$ cat src/rtl/codec_cfg_pkg.sv
// Shared constants for the codec configuration sequencer: WM8731 register map,
// the default bring-up table and the sequencer state encoding.
// No logic; imported by the sequencer files.
package codec_cfg_pkg;

    // WM8731 control register addresses (7-bit)
    localparam logic [6:0] LIN_VOL = 7'h00;
    localparam logic [6:0] HP_VOL  = 7'h02;
    localparam logic [6:0] APATH   = 7'h04;
    localparam logic [6:0] DPATH   = 7'h05;
    localparam logic [6:0] PWR     = 7'h06;
    localparam logic [6:0] IFACE   = 7'h07;
    localparam logic [6:0] SAMPLE  = 7'h08;
    localparam logic [6:0] ACTIVE  = 7'h09;
    localparam logic [6:0] RESET   = 7'h0F;

    // 11-word bring-up, entry 0 in the LSBs: reset, power sequencing, paths,
    // interface format, sample rate, activate, final power-up.
    localparam logic [175:0] CODEC_BOOT_TABLE = {
        16'h0C00, 16'h1201, 16'h1000, 16'h0E5B, 16'h0A01, 16'h0810,
        16'h057C, 16'h011F, 16'h0C10, 16'h0C00, 16'h1E00
    };

    // Sequencer states; XFER covers CS setup, shifting and CS hold, which are
    // timed inside spi_word_tx.
    typedef enum logic [2:0] {
        ST_POR_WAIT = 3'd0,
        ST_LOAD     = 3'd1,
        ST_XFER     = 3'd2,
        ST_GAP      = 3'd3,
        ST_IDLE     = 3'd4
    } seq_state_e;

endpackage

$ cat src/rtl/codec_cfg_seq_if.sv
// Runtime register-write request port (valid/ready) into the codec sequencer.
// Latency: none, pure wiring bundle.
// Backpressure: slave holds upd_ready low until it can take the write.
interface codec_cfg_seq_if #(
    parameter int ADDR_W = 7,
    parameter int DATA_W = 9
);
    logic              upd_valid;
    logic              upd_ready;
    logic [ADDR_W-1:0] upd_addr;
    logic [DATA_W-1:0] upd_data;

    modport master (output upd_valid, output upd_addr, output upd_data, input upd_ready);
    modport slave  (input upd_valid, input upd_addr, input upd_data, output upd_ready);
endinterface

$ cat src/rtl/spi_word_tx.sv
// Serialises one word MSB first onto CS/SCK/MOSI (CS setup, shift, CS hold).
// Latency: CS falls 1 cycle after load; CS rises (2*WORD_W+2)*CLK_DIV cycles later.
// Backpressure: load is only honoured while idle; the caller must wait for done_pulse.
module spi_word_tx #(
    parameter int WORD_W  = 16,
    parameter int CLK_DIV = 4
) (
    input  logic              clk,
    input  logic              reset,
    input  logic              load,
    input  logic [WORD_W-1:0] word,
    output logic              cs,
    output logic              sck,
    output logic              mosi,
    output logic              done_pulse
);
    localparam int DIV_W = (CLK_DIV > 1) ? $clog2(CLK_DIV) : 1;
    localparam int BIT_W = (WORD_W > 1) ? $clog2(WORD_W) : 1;

    localparam logic [1:0] TX_IDLE  = 2'd0;
    localparam logic [1:0] TX_SETUP = 2'd1;
    localparam logic [1:0] TX_SHIFT = 2'd2;
    localparam logic [1:0] TX_HOLD  = 2'd3;

    logic [1:0]        tx_state;
    logic [DIV_W-1:0]  div_cnt;
    logic [BIT_W-1:0]  bit_cnt;
    logic [WORD_W-1:0] shreg;
    logic              phase_end;

    assign phase_end  = (div_cnt == DIV_W'(CLK_DIV - 1));
    // MOSI comes straight off the shift-register MSB flop, so it only moves
    // when the register shifts (on SCK falling) or is loaded/cleared.
    assign mosi       = shreg[WORD_W-1];
    // Last cycle of CS hold: CS rises on the coming edge.
    assign done_pulse = (tx_state == TX_HOLD) && phase_end;

    // Phase timing: each phase lasts CLK_DIV cycles; SCK toggles at phase ends in SHIFT.
    always_ff @(posedge clk) begin
        if (reset) begin
            tx_state <= TX_IDLE;
            cs       <= 1'b1;
            sck      <= 1'b0;
            div_cnt  <= '0;
            bit_cnt  <= '0;
            shreg    <= '0;
        end else begin
            case (tx_state)
                TX_IDLE: begin
                    if (load) begin
                        shreg    <= word;
                        cs       <= 1'b0;
                        div_cnt  <= '0;
                        bit_cnt  <= '0;
                        tx_state <= TX_SETUP;
                    end
                end
                TX_SETUP: begin
                    if (phase_end) begin
                        div_cnt  <= '0;
                        tx_state <= TX_SHIFT;
                    end else begin
                        div_cnt <= div_cnt + DIV_W'(1);
                    end
                end
                TX_SHIFT: begin
                    if (phase_end) begin
                        div_cnt <= '0;
                        if (!sck) begin
                            sck <= 1'b1;
                        end else begin
                            sck <= 1'b0;
                            if (bit_cnt == BIT_W'(WORD_W - 1)) begin
                                tx_state <= TX_HOLD;
                            end else begin
                                bit_cnt <= bit_cnt + BIT_W'(1);
                                shreg   <= {shreg[WORD_W-2:0], 1'b0};
                            end
                        end
                    end else begin
                        div_cnt <= div_cnt + DIV_W'(1);
                    end
                end
                default: begin
                    if (phase_end) begin
                        cs       <= 1'b1;
                        shreg    <= '0;
                        div_cnt  <= '0;
                        tx_state <= TX_IDLE;
                    end else begin
                        div_cnt <= div_cnt + DIV_W'(1);
                    end
                end
            endcase
        end
    end
endmodule

$ cat src/rtl/codec_cfg_seq.sv
// Codec configurator: power-on delay, boot-table playback, then runtime single writes.
// Latency: first CS fall POR_CYCLES+1 cycles after reset; word period (2*WORD_W+2)*CLK_DIV+GAP_CYCLES+1.
// Backpressure: upd_ready only in IDLE with reconfig low; reconfig outside IDLE is dropped.
module codec_cfg_seq
    import codec_cfg_pkg::*;
#(
    parameter int ADDR_W     = 7,
    parameter int DATA_W     = 9,
    parameter int NUM_REGS   = 11,
    parameter logic [NUM_REGS*(ADDR_W+DATA_W)-1:0] INIT_TABLE = CODEC_BOOT_TABLE,
    parameter int CLK_DIV    = 4,
    parameter int GAP_CYCLES = 16,
    parameter int POR_CYCLES = 32
) (
    input  logic       clk,
    input  logic       reset,
    input  logic       reconfig,
    codec_cfg_seq_if.slave upd,
    output logic       spi_cs,
    output logic       spi_sck,
    output logic       spi_mosi,
    output logic       done,
    output logic       busy,
    output logic [5:0] word_idx
);
    localparam int WORD_W = ADDR_W + DATA_W;
    localparam int POR_W  = $clog2(POR_CYCLES + 1);
    localparam int GAP_W  = $clog2(GAP_CYCLES + 1);

    seq_state_e        state;
    logic [POR_W-1:0]  por_cnt;
    logic [GAP_W-1:0]  gap_cnt;
    logic              src_upd;
    logic [WORD_W-1:0] upd_word;
    logic [WORD_W-1:0] tx_word;
    logic              tx_load;
    logic              tx_done;

    assign busy          = (state != ST_IDLE);
    assign upd.upd_ready = (state == ST_IDLE) && !reconfig;
    assign tx_load       = (state == ST_LOAD);

    // Pick the word to send: the latched runtime write or the current table entry.
    always_comb begin
        tx_word = INIT_TABLE[int'(word_idx)*WORD_W +: WORD_W];
        if (src_upd) begin
            tx_word = upd_word;
        end
    end

    // Sequencer: POR delay, inter-word gap, table stepping and IDLE arbitration.
    always_ff @(posedge clk) begin
        if (reset) begin
            state    <= ST_POR_WAIT;
            por_cnt  <= '0;
            gap_cnt  <= '0;
            word_idx <= '0;
            done     <= 1'b0;
            src_upd  <= 1'b0;
            upd_word <= '0;
        end else begin
            case (state)
                ST_POR_WAIT: begin
                    if (por_cnt == POR_W'(POR_CYCLES - 1)) begin
                        src_upd <= 1'b0;
                        state   <= ST_LOAD;
                    end else begin
                        por_cnt <= por_cnt + POR_W'(1);
                    end
                end
                ST_LOAD: begin
                    state <= ST_XFER;
                end
                ST_XFER: begin
                    if (tx_done) begin
                        gap_cnt <= '0;
                        state   <= ST_GAP;
                    end
                end
                ST_GAP: begin
                    if (gap_cnt == GAP_W'(GAP_CYCLES - 1)) begin
                        if (src_upd) begin
                            state <= ST_IDLE;
                        end else if (word_idx != 6'(NUM_REGS - 1)) begin
                            word_idx <= word_idx + 6'd1;
                            state    <= ST_LOAD;
                        end else begin
                            done  <= 1'b1;
                            state <= ST_IDLE;
                        end
                    end else begin
                        gap_cnt <= gap_cnt + GAP_W'(1);
                    end
                end
                ST_IDLE: begin
                    // Replay wins over a simultaneous write; that write is not taken.
                    if (reconfig) begin
                        done     <= 1'b0;
                        word_idx <= '0;
                        src_upd  <= 1'b0;
                        state    <= ST_LOAD;
                    end else if (upd.upd_valid) begin
                        upd_word <= {upd.upd_addr, upd.upd_data};
                        src_upd  <= 1'b1;
                        state    <= ST_LOAD;
                    end
                end
                default: begin
                    state <= ST_POR_WAIT;
                end
            endcase
        end
    end

    spi_word_tx #(
        .WORD_W  (WORD_W),
        .CLK_DIV (CLK_DIV)
    ) u_tx (
        .clk        (clk),
        .reset      (reset),
        .load       (tx_load),
        .word       (tx_word),
        .cs         (spi_cs),
        .sck        (spi_sck),
        .mosi       (spi_mosi),
        .done_pulse (tx_done)
    );
endmodule

$ cat src/flat_wrapper.sv
// flat-port wrapper written by rule: the top's interface ports become plain ports
module codec_cfg_seq_flat import codec_cfg_pkg::*;
#(
    parameter int ADDR_W     = 7,
    parameter int DATA_W     = 9,
    parameter int NUM_REGS   = 11,
    parameter logic [NUM_REGS*(ADDR_W+DATA_W)-1:0] INIT_TABLE = CODEC_BOOT_TABLE,
    parameter int CLK_DIV    = 4,
    parameter int GAP_CYCLES = 16,
    parameter int POR_CYCLES = 32
)
  (clk, reset, reconfig, spi_cs, spi_sck, spi_mosi, done, busy, word_idx, upd_upd_valid, upd_upd_addr, upd_upd_data, upd_upd_ready);
  codec_cfg_seq_if #(.ADDR_W(ADDR_W), .DATA_W(DATA_W)) upd_i ();
  input  logic clk;
  input  logic reset;
  input  logic reconfig;
  output logic spi_cs;
  output logic spi_sck;
  output logic spi_mosi;
  output logic done;
  output logic busy;
  output logic [5:0] word_idx;
  input wire logic [$bits(upd_i.upd_valid)-1:0] upd_upd_valid;
  input wire logic [$bits(upd_i.upd_addr)-1:0] upd_upd_addr;
  input wire logic [$bits(upd_i.upd_data)-1:0] upd_upd_data;
  output wire logic [$bits(upd_i.upd_ready)-1:0] upd_upd_ready;
  assign upd_i.upd_valid = upd_upd_valid;
  assign upd_i.upd_addr = upd_upd_addr;
  assign upd_i.upd_data = upd_upd_data;
  assign upd_upd_ready = upd_i.upd_ready;
  codec_cfg_seq #(.ADDR_W(ADDR_W), .DATA_W(DATA_W), .NUM_REGS(NUM_REGS), .INIT_TABLE(INIT_TABLE), .CLK_DIV(CLK_DIV), .GAP_CYCLES(GAP_CYCLES), .POR_CYCLES(POR_CYCLES)) u_core (.clk(clk), .reset(reset), .reconfig(reconfig), .upd(upd_i), .spi_cs(spi_cs), .spi_sck(spi_sck), .spi_mosi(spi_mosi), .done(done), .busy(busy), .word_idx(word_idx));
endmodule
$ cat config.mk
export PLATFORM = sky130hd
export DESIGN_NAME = codec_cfg_seq_flat
export DESIGN_NICKNAME = d
export VERILOG_FILES = /design/src/rtl/codec_cfg_pkg.sv /design/src/rtl/codec_cfg_seq_if.sv /design/src/rtl/spi_word_tx.sv /design/src/rtl/codec_cfg_seq.sv /design/src/flat_wrapper.sv
export SDC_FILE = /design/constraint.sdc
export NUM_CORES = 1
export LEC_CHECK = 0
export CELL_PAD_IN_SITES_DETAIL_PLACEMENT = 2
export CELL_PAD_IN_SITES_GLOBAL_PLACEMENT = 2
export CORE_ASPECT_RATIO = 1.25
export CORE_UTILIZATION = 31
export DETAILED_ROUTE_END_ITERATION = 8
export PLACE_DENSITY = 0.76
export REMOVE_ABC_BUFFERS = 1
export SYNTH_ARGS = -nofsm -noshare
export SYNTH_HDL_FRONTEND = slang
export SYNTH_SLANG_ARGS = --single-unit
$ cat constraint.sdc
create_clock -name clk -period 2.19 [get_ports clk]
set_clock_uncertainty 0.15 [all_clocks]
set_input_delay 0.438 -clock clk [delete_from_list [all_inputs] [get_ports clk]]
set_output_delay 0.438 -clock clk [all_outputs]
set_load 0.1 [all_outputs]
# Word-level counts from Yosys, hierarchy flattened
# Index checks and enable logic that the tools add are counted.
[op_classes] n_mux=51 n_reduce_logical=23 eq_ne=28 bitwise=4 shift=1 addsub=5
[ops] op="176-bit by 11-bit indexed part select with 16-bit output, first input constant" count=1
[ops] op="16-bit two-way mux" count=6
[ops] op="16-bit one-hot mux with 3 select lines" count=1
[ops] op="6-bit two-way mux" count=4
[ops] op="3-bit two-way mux" count=7
[ops] op="2-bit two-way mux" count=9
[ops] op="2-bit inequality test, second input constant" count=9
[ops] op="4-bit two-way mux" count=4
[ops] op="3-bit one-hot mux with 5 select lines" count=1
[ops] op="5-bit AND reduction" count=3
[ops] op="6-bit by 1-bit adder with 6-bit output, second input constant" count=2
[ops] op="6-bit one-hot mux with 2 select lines" count=1
[ops] op="3-bit AND reduction" count=4
[ops] op="6-bit AND reduction" count=2
[ops] op="1-bit two-way mux" count=10
[ops] op="5-bit two-way mux" count=2
[ops] op="2-bit by 1-bit inequality test with 1-bit output, second input constant" count=5
[ops] op="5-bit one-hot mux with 2 select lines" count=1
[ops] op="2-bit nonzero test" count=5
[ops] op="4-bit one-hot mux with 2 select lines" count=1
[ops] op="2-bit == test, second input constant" count=3
[ops] op="3-bit by 2-bit == test with 1-bit output, second input constant" count=2
[ops] op="6-bit by 5-bit == test with 1-bit output, second input constant" count=1
[ops] op="3-bit inequality test, second input constant" count=2
[ops] op="other kinds (19)" count=26
[word_totals] elab_cells=125 inputBits=20 register_bits=64 output_inout_bits=12

# Longest topological paths before layout
[depth] ltp_word=5 depth_mapped=9 ltp_nobuf=8

# Cells and area by module
# A second synthesis with hierarchy kept.
[hier_totals] cells_unflattened=433 area_unflattened_um2=3447.1
[modules_own_cells] mod="codec_cfg_seq" cells_per_inst=281 seq_area_each_um2=760.7 instances=1 area_each_um2=2128.3
[modules_own_cells] mod="spi_word_tx" cells_per_inst=152 seq_area_each_um2=520.5 instances=1 area_each_um2=1318.8

# Least setup slack after synthesis
# No wires, ideal clock.
[synth_timing] kind="register to register" from="reg u_core.word_idx[0]" to="reg u_core.word_idx[4]" path_stages_with_launch=9 t_required_ns=1.973 period_less_slack_ns=2.747 setup_slack_ns=-0.557 n_path_buf=1 arrival_time_ns=2.530 setup_ns=0.067 path_cell_list="dfxtp_1 -> buf_2 -> inv_1 -> ha_1 -> and3b_1 -> a211oi_2 -> nand4_1 -> xor2_1 -> nor2_1"
[synth_between] elab_chain_len=5 elab_cells_between_ends=8 cone_classes="add/sub (1); eq/ne (2); mux (4); reduce/logical (1)"
[synth_rtl] item="start, declared" line="codec_cfg_seq.sv:24" rtl="output logic [5:0] word_idx"
[synth_rtl] item="start signal, assigned" line="codec_cfg_seq.sv:85" rtl="word_idx <= word_idx + 6'd1;"
[synth_rtl] item="6-bit by 1-bit adder with 6-bit output" line="codec_cfg_seq.sv:85"
[synth_rtl] item="6-bit two-way mux" line="codec_cfg_seq.sv:84" rtl="end else if (word_idx != 6'(NUM_REGS - 1)) begin"
[synth_rtl] item="6-bit two-way mux" line="codec_cfg_seq.sv:82" rtl="if (src_upd) begin"
[synth_rtl] item="6-bit two-way mux" line="codec_cfg_seq.sv:81" rtl="if (gap_cnt == GAP_W'(GAP_CYCLES - 1)) begin"
[synth_rtl] item="6-bit one-hot mux with 2 select lines" line="codec_cfg_seq.sv:62" rtl="case (state)"
# Several ways; a longest one is shown, not always the timed one. The select of a mux whose other input is x is not followed.
# A chain may end at the register's enable or synchronous reset.

# Final worst setup path
[layout_timing] from="reg u_core.gap_cnt[0]" to="reg u_core.word_idx[2]"
[layout_between] elab_chain_len=3
[layout_rtl] item="start, declared" line="codec_cfg_seq.sv:32" rtl="logic [GAP_W-1:0] gap_cnt;"
[layout_rtl] item="start signal, assigned" line="codec_cfg_seq.sv:92" rtl="gap_cnt <= gap_cnt + GAP_W'(1);"
[layout_rtl] item="5-bit by 4-bit == test with 1-bit output" line="codec_cfg_seq.sv:81"
[layout_rtl] item="2-bit by 1-bit inequality test with 1-bit output (no line)"
[layout_rtl] item="5-bit AND reduction (no line)"
# No other way between the ends.

==> run metrics <==
clk root buf clkbuf_16; Initial Util 0.323; Port-buffer cells 31; die area roughly 11000 um2; area share of and/or/nand/nor cells after synthesis 0.266; initial antenna violation count 0; CP Max Fanout 5; core area about 10000 um2; Clock Latency Late Sink ~330 ps; Slew HR 0.607; H-tree depth 3; WP data arrival ~2200 ps; CTS buffer count 9; Vias 3013; Worst-Margin Slew 590 ps; status completed; main combinational cell family by area after synthesis simple AND/OR/NAND/NOR gates; sequential share of the synthesized area 0.406; FF-to-FF path depth 8; hold wc startpoint u_core.u_tx.shreg[0]; vias in the first global route 3213; total clock sinks 64; Post-synth EDFFs 0; CTS tree built; Synth Area per Inst approximately 8.2 um2; vias per cell 5.40; Rows 40; Die Width ~90 um; hold_buf cts 0; Mapped Area between 3000 and 4000 um2; CP Capture Type flip-flop; final worst slack between 70 and 80 ps; cell count after synthesis between 300 and 400; global-route wire length before repair approximately 17000 um; Final setup viols 0; Synth Flop Type dfxtp_1; commonest non-fill, non-tap cell in the layout dfxtp_1; Nets between 400 and 500; Tot GR Track Use 0.201; DR pass1 iterations 4; crit path time final around 2100 ps; Seq cells post-synth between 60 and 70; R2R Setup Slk 70 ps; Leakage about 1.5 nW; Post-Synth XOR/XNOR Area 0.0222; layout cells sized above 1 0.176; hold violation total from the final report 0; grt total ovfl 0; # IOs 32; hold_ws 307 ps; FF-to-FF End u_core.word_idx[2]; Worst-path clk slew 60 ps; RSZ-0062 raised after global routing yes; post-synthesis adder-cell area fraction 0.0436; DRT Wirelength between 10000 and 15000 um; Clock Tree Buf Depth 2; CP Launch Type flip-flop; Post-synth ARST share 0; YS warnings 0; crit path kind flip-flop to flip-flop; RR Startpoint u_core.gap_cnt[0]; Tcrit/Tclk final 0.966; largest net degree at the start of global routing 57; First DRT Iteration DRCs 101; fmax about 470 MHz; worst min path class flip-flop to flip-flop; pwr dens 660 nW/um2; launch point of the critical path u_core.gap_cnt[0]; CP endpoint u_core.word_idx[2]; Die Y about 110 um; # diodes 0; Peak VDD IR a little under 0.0004 V; # DRC 0; max cap viols 0; max-slew violation count 0; synth unique cells 60; routability cong. 0.799; Setup WS pre-CTS approximately 29 ps; fillcell total between 1000 and 1500; WL/cell roughly 18 um; WP data required 2300 ps; post-synthesis mux area share 0.00634; area growth from synthesis to layout 30.9%; antenna-violating nets left 0; post-DP HPWL 6960 um; compound-cell area share of the yosys netlist 0.205; most frequent cells in the layout dfxtp_1, nor2_1, nand2_1, a21oi_1, nand3_1
-- what timing repair did --
| action | 4_1_cts | 5_1_grt |
|---|---|---|
| cloned | 0 | 1 |
| endpoints found under the setup margin | 2 | 22 |
| pin swaps | 0 | 2 |
| endpoints found under the hold margin | 0 | 0 |
| resized for setup | 2 | 11 |
| buffers inserted | 0 | 2 |
-- critical path: stages (launching register included) --
cell	delay, ps
dfxtp_1	370
ha_1	200
and3_1	170
ha_1	170
nand4b_1	230
a211oi_4	340
o21ai_0	150
xor2_1	160
nor2_1	120
-- final cells by class --
| cell class | instances | area, um2 | share of cell area |
|---|---|---|---|
| Clock buffer | 10 | 239 | 0.0578 |
| Clock inverter | 6 | 67.6 | 0.0164 |
| Inverter | 12 | 45.0 | 0.0109 |
| Multi-Input combinational cell | 284 | 1760 | 0.427 |
| Sequential cell | 64 | 1280 | 0.310 |
| Tap cell | 126 | 158 | 0.0382 |
| Timing Repair Buffer | 56 | 577 | 0.140 |
-- kinds of logic after synthesis --
family          after synthesis
mux                           2
xor+xnor                      8
compound gates               98
buf+inv                      37
fa+ha+maj                    11
simple gates                165
flops                        64
-- where the power goes --
part	internal, W	switching [W]
Clock	0.000915	0.000557
Combinational	0.0000410	0.0000412
Sequential	0.00117	0.00000429
Total	0.00213	0.000602
-- layer usage --
layer | track usage | vias up | share of wire
met5 | 0 | - | 0
li1 | - | 1470 | -
met1 | 0.232 | 1493 | 0.44
met4 | 0.0635 | 0 | 0.016
met2 | 0.370 | 39 | 0.52
met3 | 0.0423 | 11 | 0.022
-- cell usage after synthesis, drive strengths merged, types with 4 or more instances --
library cell | n | area (um2)
dfxtp | 64 | 1280
nor2 | 44 | 181
nand2 | 41 | 159
a21oi | 35 | 183
nand3 | 27 | 135
o21ai | 15 | 75.1
a211oi | 13 | 103
buf | 13 | 70.1
nor3 | 13 | 81.3
clkbuf | 12 | 45.0
inv | 12 | 45.0
ha | 11 | 138
and3 | 8 | 55.1
xor2 | 6 | 52.6
a221oi | 5 | 43.8
a22oi | 5 | 37.5
nor2b | 5 | 31.3
a21o | 4 | 30.0
a221o | 4 | 40.0
a31oi | 4 | 25.0
nand4 | 4 | 25.0
-- stage by stage --
stage | total power [W] | area (um2) | setup TNS [ps] | utilization | std cells
after floorplan | 0.00121 | 3040 | -15090 | - | 360
after global placement | 0.00128 | 3750 | 0 | 0.384 | 539
after detailed placement | 0.00128 | 3750 | 0 | 0.384 | 539
after CTS | 0.00276 | 4070 | 0 | 0.417 | 555
after global routing | 0.00282 | 4130 | -121 | 0.423 | 558
final | 0.00273 | 4130 | 0 | 0.423 | 558
-- flip-flops by register name (all words and copies together), names as in the netlist --
register              cells
u_core.done               1
u_core.gap_cnt            5
u_core.por_cnt            6
u_core.src_upd            1
u_core.state              3
u_core.u_tx.bit_cnt       4
u_core.u_tx.cs            1
u_core.u_tx.div_cnt       2
u_core.u_tx.sck           1
u_core.u_tx.shreg        16
u_core.u_tx.tx_state      2
u_core.upd_word          16
u_core.word_idx           6
-- how the worst min path moves through the flow --
stage                            endpoint  depth (start not counted)
finish               u_core.u_tx.shreg[0]                          1
floorplan           u_core.u_tx.shreg[11]                          1
global route           u_core.upd_word[6]                          2
global placement     u_core.u_tx.shreg[0]                          1
detailed placement  u_core.u_tx.shreg[11]                          1
CTS                 u_core.u_tx.shreg[11]                          1
Power figures use the tool's default switching activity.
